===== config.mk =====
export PLATFORM = sky130hd
export DESIGN_NAME = cam_capture_qcif
export DESIGN_NICKNAME = d
export VERILOG_FILES = /design/src/rtl/cam_pkg.sv /design/src/rtl/cam_capture_qcif_sync.sv /design/src/rtl/cam_capture_qcif.sv
export SDC_FILE = /design/constraint.sdc
export NUM_CORES = 1
export LEC_CHECK = 0
export CAP_MARGIN = 20
export CORE_MARGIN = 5
export CORE_UTILIZATION = 41
export DETAILED_ROUTE_END_ITERATION = 8
export HOLD_SLACK_MARGIN = 0.06
export MAX_ROUTING_LAYER = met4
export SYNTH_ARGS = -nofsm -noshare
export SYNTH_HDL_FRONTEND = slang
export SYNTH_SLANG_ARGS = --single-unit

===== constraint.sdc =====
create_clock -name Clock -period 2.6 [get_ports Clock]
set_clock_uncertainty 0.15 [all_clocks]
set_input_delay 0.26 -clock Clock [delete_from_list [all_inputs] [get_ports Clock]]
set_output_delay 0.26 -clock Clock [all_outputs]
set_load 0.05 [all_outputs]

===== src/rtl/cam_pkg.sv =====
// cam_pkg: shared frame geometry, capture FSM states and RGB444 packing
package cam_pkg;
    localparam int H_RES    = 176;
    localparam int V_RES    = 144;
    localparam int FB_DEPTH = H_RES * V_RES;
    localparam int FIELD_W  = 4;
    localparam int R_LSB    = 8;
    localparam int G_LSB    = 4;
    localparam int B_LSB    = 0;
    typedef enum logic [1:0] {WAIT_FRAME, WAIT_LINE, BYTE_LO} state_e;
    function automatic logic [11:0] pack_rgb444(input logic [7:0] hi, input logic [7:0] lo);
        logic [11:0] px;
        px                      = '0;
        px[R_LSB +: FIELD_W]    = hi[3:0];
        px[G_LSB +: FIELD_W]    = lo[7:4];
        px[B_LSB +: FIELD_W]    = lo[3:0];
        return px;
    endfunction
endpackage


===== src/rtl/cam_capture_qcif_sync.sv =====
// cam_sync_edge: 2-flop synchroniser with registered rise/fall detect
// clk_i/rst_i: system clock and sync active-high reset
// d_i: asynchronous input; lvl_o: synchronised level aligned with rise_o/fall_o
module cam_sync_edge (
    input  logic clk_i,
    input  logic rst_i,
    input  logic d_i,
    output logic lvl_o,
    output logic rise_o,
    output logic fall_o
);
    logic [2:0] sync_q;
    logic       rise_q;
    logic       fall_q;
    always_ff @(posedge clk_i) begin
        if (rst_i) begin
            sync_q <= '0;
            rise_q <= 1'b0;
            fall_q <= 1'b0;
        end else begin
            sync_q <= {sync_q[1:0], d_i};
            rise_q <= sync_q[1] & ~sync_q[2];
            fall_q <= ~sync_q[1] & sync_q[2];
        end
    end
    assign lvl_o  = sync_q[2];
    assign rise_o = rise_q;
    assign fall_o = fall_q;
endmodule


===== src/rtl/cam_capture_qcif.sv =====
// cam_capture_qcif: packs OV7670 RGB444 byte pairs into raster-addressed framebuffer writes
// Clock/Reset: system clock, sync active-high reset
// CamPclk/CamHref/CamVsync/CamData: asynchronous camera bus, sampled as data
// DataRamIn/AddrRamIn/WriteEnable: framebuffer write port; FrameDone: end-of-frame pulse
module cam_capture_qcif #(
    parameter int DATA_W = 12,
    parameter int ADDR_W = 15,
    parameter int H_RES  = cam_pkg::H_RES,
    parameter int V_RES  = cam_pkg::V_RES
) (
    input  logic              Clock,
    input  logic              Reset,
    input  logic              CamPclk,
    input  logic              CamHref,
    input  logic              CamVsync,
    input  logic [7:0]        CamData,
    output logic [DATA_W-1:0] DataRamIn,
    output logic [ADDR_W-1:0] AddrRamIn,
    output logic              WriteEnable,
    output logic              FrameDone
);
    import cam_pkg::*;
    logic pclk_lvl, pclk_rise, pclk_fall;
    logic href_lvl, href_rise, href_fall;
    logic vs_lvl, vs_rise, vs_fall;
    logic unused_ok;
    cam_sync_edge u_pclk (.clk_i(Clock), .rst_i(Reset), .d_i(CamPclk),  .lvl_o(pclk_lvl), .rise_o(pclk_rise), .fall_o(pclk_fall));
    cam_sync_edge u_href (.clk_i(Clock), .rst_i(Reset), .d_i(CamHref),  .lvl_o(href_lvl), .rise_o(href_rise), .fall_o(href_fall));
    cam_sync_edge u_vs   (.clk_i(Clock), .rst_i(Reset), .d_i(CamVsync), .lvl_o(vs_lvl),   .rise_o(vs_rise),   .fall_o(vs_fall));
    assign unused_ok = &{1'b0, pclk_lvl, pclk_fall, href_rise, vs_lvl};
    // Three stages so the byte lines up with the registered pclk rise pulse
    logic [2:0][7:0]    dat_q;
    state_e             st_q, st_d;
    logic [8:0]         x_q, x_d;
    logic [7:0]         y_q, y_d;
    logic [ADDR_W-1:0]  base_q, base_d;
    logic [7:0]         hi_q, hi_d;
    logic [DATA_W-1:0]  data_q, data_d;
    logic [ADDR_W-1:0]  addr_q, addr_d;
    logic               we_q, we_d;
    logic               fd_q, fd_d;
    always_comb begin
        st_d   = st_q;
        x_d    = x_q;
        y_d    = y_q;
        base_d = base_q;
        hi_d   = hi_q;
        data_d = data_q;
        addr_d = addr_q;
        we_d   = 1'b0;
        fd_d   = 1'b0;
        if (vs_rise && st_q != WAIT_FRAME) begin
            fd_d   = y_q != 8'd0;
            st_d   = WAIT_FRAME;
            x_d    = '0;
            y_d    = '0;
            base_d = '0;
        end else if (st_q == WAIT_FRAME) begin
            st_d = vs_fall ? WAIT_LINE : WAIT_FRAME;
        end else begin
            if (pclk_rise && href_lvl) begin
                st_d = st_q == WAIT_LINE ? BYTE_LO : WAIT_LINE;
                hi_d = st_q == WAIT_LINE ? dat_q[2] : hi_q;
                if (st_q == BYTE_LO) begin
                    we_d   = x_q < 9'(H_RES) && y_q < 8'(V_RES);
                    data_d = we_d ? DATA_W'(pack_rgb444(hi_q, dat_q[2])) : data_q;
                    addr_d = we_d ? base_q + ADDR_W'(x_q) : addr_q;
                    x_d    = x_q < 9'(H_RES) ? x_q + 9'd1 : x_q;
                end
            end
            // x_d already includes a pixel finishing this cycle, so that pixel counts toward the line
            if (href_fall) begin
                st_d   = WAIT_LINE;
                y_d    = x_d != 9'd0 && y_q < 8'(V_RES) ? y_q + 8'd1 : y_q;
                base_d = x_d != 9'd0 && y_q < 8'(V_RES) ? base_q + ADDR_W'(H_RES) : base_q;
                x_d    = '0;
            end
        end
    end
    always_ff @(posedge Clock) begin
        if (Reset) begin
            dat_q  <= '0;
            st_q   <= WAIT_FRAME;
            x_q    <= '0;
            y_q    <= '0;
            base_q <= '0;
            hi_q   <= '0;
            data_q <= '0;
            addr_q <= '0;
            we_q   <= 1'b0;
            fd_q   <= 1'b0;
        end else begin
            dat_q  <= {dat_q[1:0], CamData};
            st_q   <= st_d;
            x_q    <= x_d;
            y_q    <= y_d;
            base_q <= base_d;
            hi_q   <= hi_d;
            data_q <= data_d;
            addr_q <= addr_d;
            we_q   <= we_d;
            fd_q   <= fd_d;
        end
    end
    assign DataRamIn   = data_q;
    assign AddrRamIn   = addr_q;
    assign WriteEnable = we_q;
    assign FrameDone   = fd_q;
endmodule

==> results.toml <==
[power]
power_density_nw_per_um2 = 533
leakagePower_nw = 1.81
power_mw = 2.65
vdd_ir_drop_max_mv = 0.304

[timing]
relSlewSlack_pct = 58.0
fin_crit_sh_pct = 94.9
drv_slew = 0
fin_crit_ps = 2470
tightest_slew_ps = 630
timing.hold.ws_ps = 236
fin_setup_tns_ps = 0
max_freq_mhz = 405
rsz0062_at_grt = "yes"
finalHoldViolCount = 0
finalSetupViolations = 0

[drt]
remaining_drc_errors = 0
wl_per_cell_um = 13.1
drt_wl_total_um = 8350
first_iter_violations = 118
postRouteAntennaNets = 0
dr.pass1.iters = 4
vias_per_cell = 4.85
vias = 3089

[logic_synthesis]
ys_ff_latch = 100
ys_warn_count = 0
synth-async-reset-ratio_pct = 0
yosys.area.top_type = "dfxtp_1"
avgSynthCellArea_um2 = 9.25
yosysSeqAreaShare_pct = 48.0
synth_area_leaders = "dfxtp_1 48%, nor2b_1 5.8%, nand2_1 4.8%"
synthDominantCellAreaShare_pct = 48.0
ys.flop_type = "dfxtp_1"
synth.distinct_cells = 60
syn_inst = 451
synth_nets = 474
syn_area_um2 = 4170
synth-edff-count = 0

[placement]
placedCellCount = 618
place_hpwl_um = 5850
io_buffers = 41
gp_congestion = 0.807

[flow_run]
max-cap-violations = 0

[finish]
fillers = 927
finalNonFillerCells = 637
area_delta_synth_final_pct = 19.2
fin_util_pct = 50.4
drive_gt1_share_pct = 13.7
final_cell_mix = "99 x dfxtp_1, 53 x nand2_1, 51 x nor2_1"
antenna_cells = 0
fin_nets = 522
mostFrequentLayoutCell = "dfxtp_1"

[status]
status = "finished clean"

[die]
coreArea_um2 = 9860
die_height_um = 111
pin_count = 42
start_util_pct = 42.3
die_area_um2 = 12300
rows = 36
die_width_um = 111

[global_route]
grt_pass1_vias = 2876
antenna_found_initial = 0
globalRouteOverflowTotal = 0
grt_max_degree = 68
grt_use_total_pct = 14.2
grt_pass1_wl_um = 14200

[cts]
cts.clk_slew.worst_paths_ps = 100
cts_buffers = 9
htreeDepth = 3
cts_tree = "built"
cts.root.buffer_cell = "clkbuf_8"
clock_path_buffers = 2
cts_sinks = 100
clk_latency_ps = 360

[worst_setup_path]
worstSetupPathType = "reg2reg"
cp_top_family = "compound AO/OA/AOI/OAI gates"
worst-path-buf-inv = 1
slowest_stage = "dfxtp_1"
critPathMaxStageDelay_ps = 480
startpoint_type = "register"
worstPathArrival_ps = 2580
cp-end-kind = "register"
cp_max_fo = 6
worstPathCellList = "inv_1 > fa_2 > nor2b_2 > o21ai_0 > a21boi_1 > o21ai_1 > or2_2 > xor2_1 > a211oi_1"
crit_required_ps = 2720

[worst_hold_path]
min_path_type = "reg2reg"
cells in the mapped netlist, types with 5 or more instances:
cell / number
nand3b_1: 6
ha_1: 9
nand4_1: 5
o21ai_0: 13
mux2i_1: 5
nand3_1: 8
a211oi_1: 10
a21oi_2: 5
nand2_1: 53
xnor2_1: 9
nor2b_1: 39
nor2_1: 51
nor3_1: 7
inv_1: 11
dfxtp_1: 100
a21oi_1: 38
clkbuf_1: 17
where the power goes:
group	leakage (nW)	switching [mW]	internal, mW	total, mW
sequential	0.812	0.00711	1.55	1.56
combinational	0.901	0.0365	0.0346	0.0711
clock	0.0995	0.562	0.462	1.02
area by class of cell:
class,instances,area (µm²),share of cell area [%]
sequential,100,2010,40.3
multi-input combinational,313,1950,39.1
inverter,11,41.3,0.830
clock buffer,9,124,2.49
timing repair buffer,64,606,12.2
tap,133,166,3.35
clock inverter,7,85.1,1.71
metal layers:
metal	global-route usage (%)	vias to the layer above	wire length (µm)
li1	-	1621	-
met1	19.1	1410	4250
met2	21.4	54	3740
met3	4.31	4	305
met4	2.46	0	55
met5	-	-	0
final timing paths:
path / start / endpoint / slack, ps / cells after the start
setup / recovery: x_q[5] / AddrRamIn[12] / 130 / 9
hold / removal: u_pclk.sync_q[2] / u_pclk.rise_o / 240 / 1
setup reg to reg: x_q[5] / AddrRamIn[12] / 130 / 9
hold reg to reg: u_pclk.sync_q[2] / u_pclk.rise_o / 240 / 1
what timing repair did:
| item | 4_1_cts | 5_1_grt |
|---|---|---|
| setup buffers | 0 | 2 |
| setup endpoints to repair | 1 | 14 |
| hold buffers | 1 | 0 |
| gates cloned | 0 | 0 |
| pin swaps | 0 | 6 |
| hold endpoints to repair | 1 | 0 |
| gates resized for setup | 1 | 8 |
worst register-to-register path, stage by stage, from the launching register on:
cell	delay [ps]
dfxtp_1	480
inv_1	110
fa_2	410
nor2b_2	140
o21ai_0	120
a21boi_1	200
o21ai_1	100
or2_2	300
xor2_1	140
a211oi_1	230
flip-flops by register name, summed over array words and instances, names as in the netlist:
signal	flops
AddrRamIn	15
DataRamIn	12
FrameDone	1
WriteEnable	1
base_q	11
dat_q	24
hi_q	4
st_q	2
u_href.fall_o	1
u_href.sync_q	3
u_pclk.rise_o	1
u_pclk.sync_q	3
u_vs.fall_o	1
u_vs.rise_o	1
u_vs.sync_q	3
x_q	9
y_q	8
metrics by stage:
stage,setup WS [ps],area [µm²]
6_report,133,4970
3_5_place_dp,31.8,4710
5_1_grt,-22.0,4970
2_1_floorplan,106,4170
4_1_cts,18.0,4930
3_3_place_gp,116,4710
cell families after synthesis:
kind of cell | count (synthesis) | share of synthesized area [%]
AO/OA/AOI/OAI | 94 | 15.8
XOR/XNOR | 12 | 2.52
adder cells (fa/ha/maj) | 10 | 3.18
buffers and inverters | 38 | 5.94
flip-flops | 100 | 48.0
multiplexers | 5 | 1.20
AND/OR/NAND/NOR | 192 | 23.4
(Power assumes the default switching activity.)
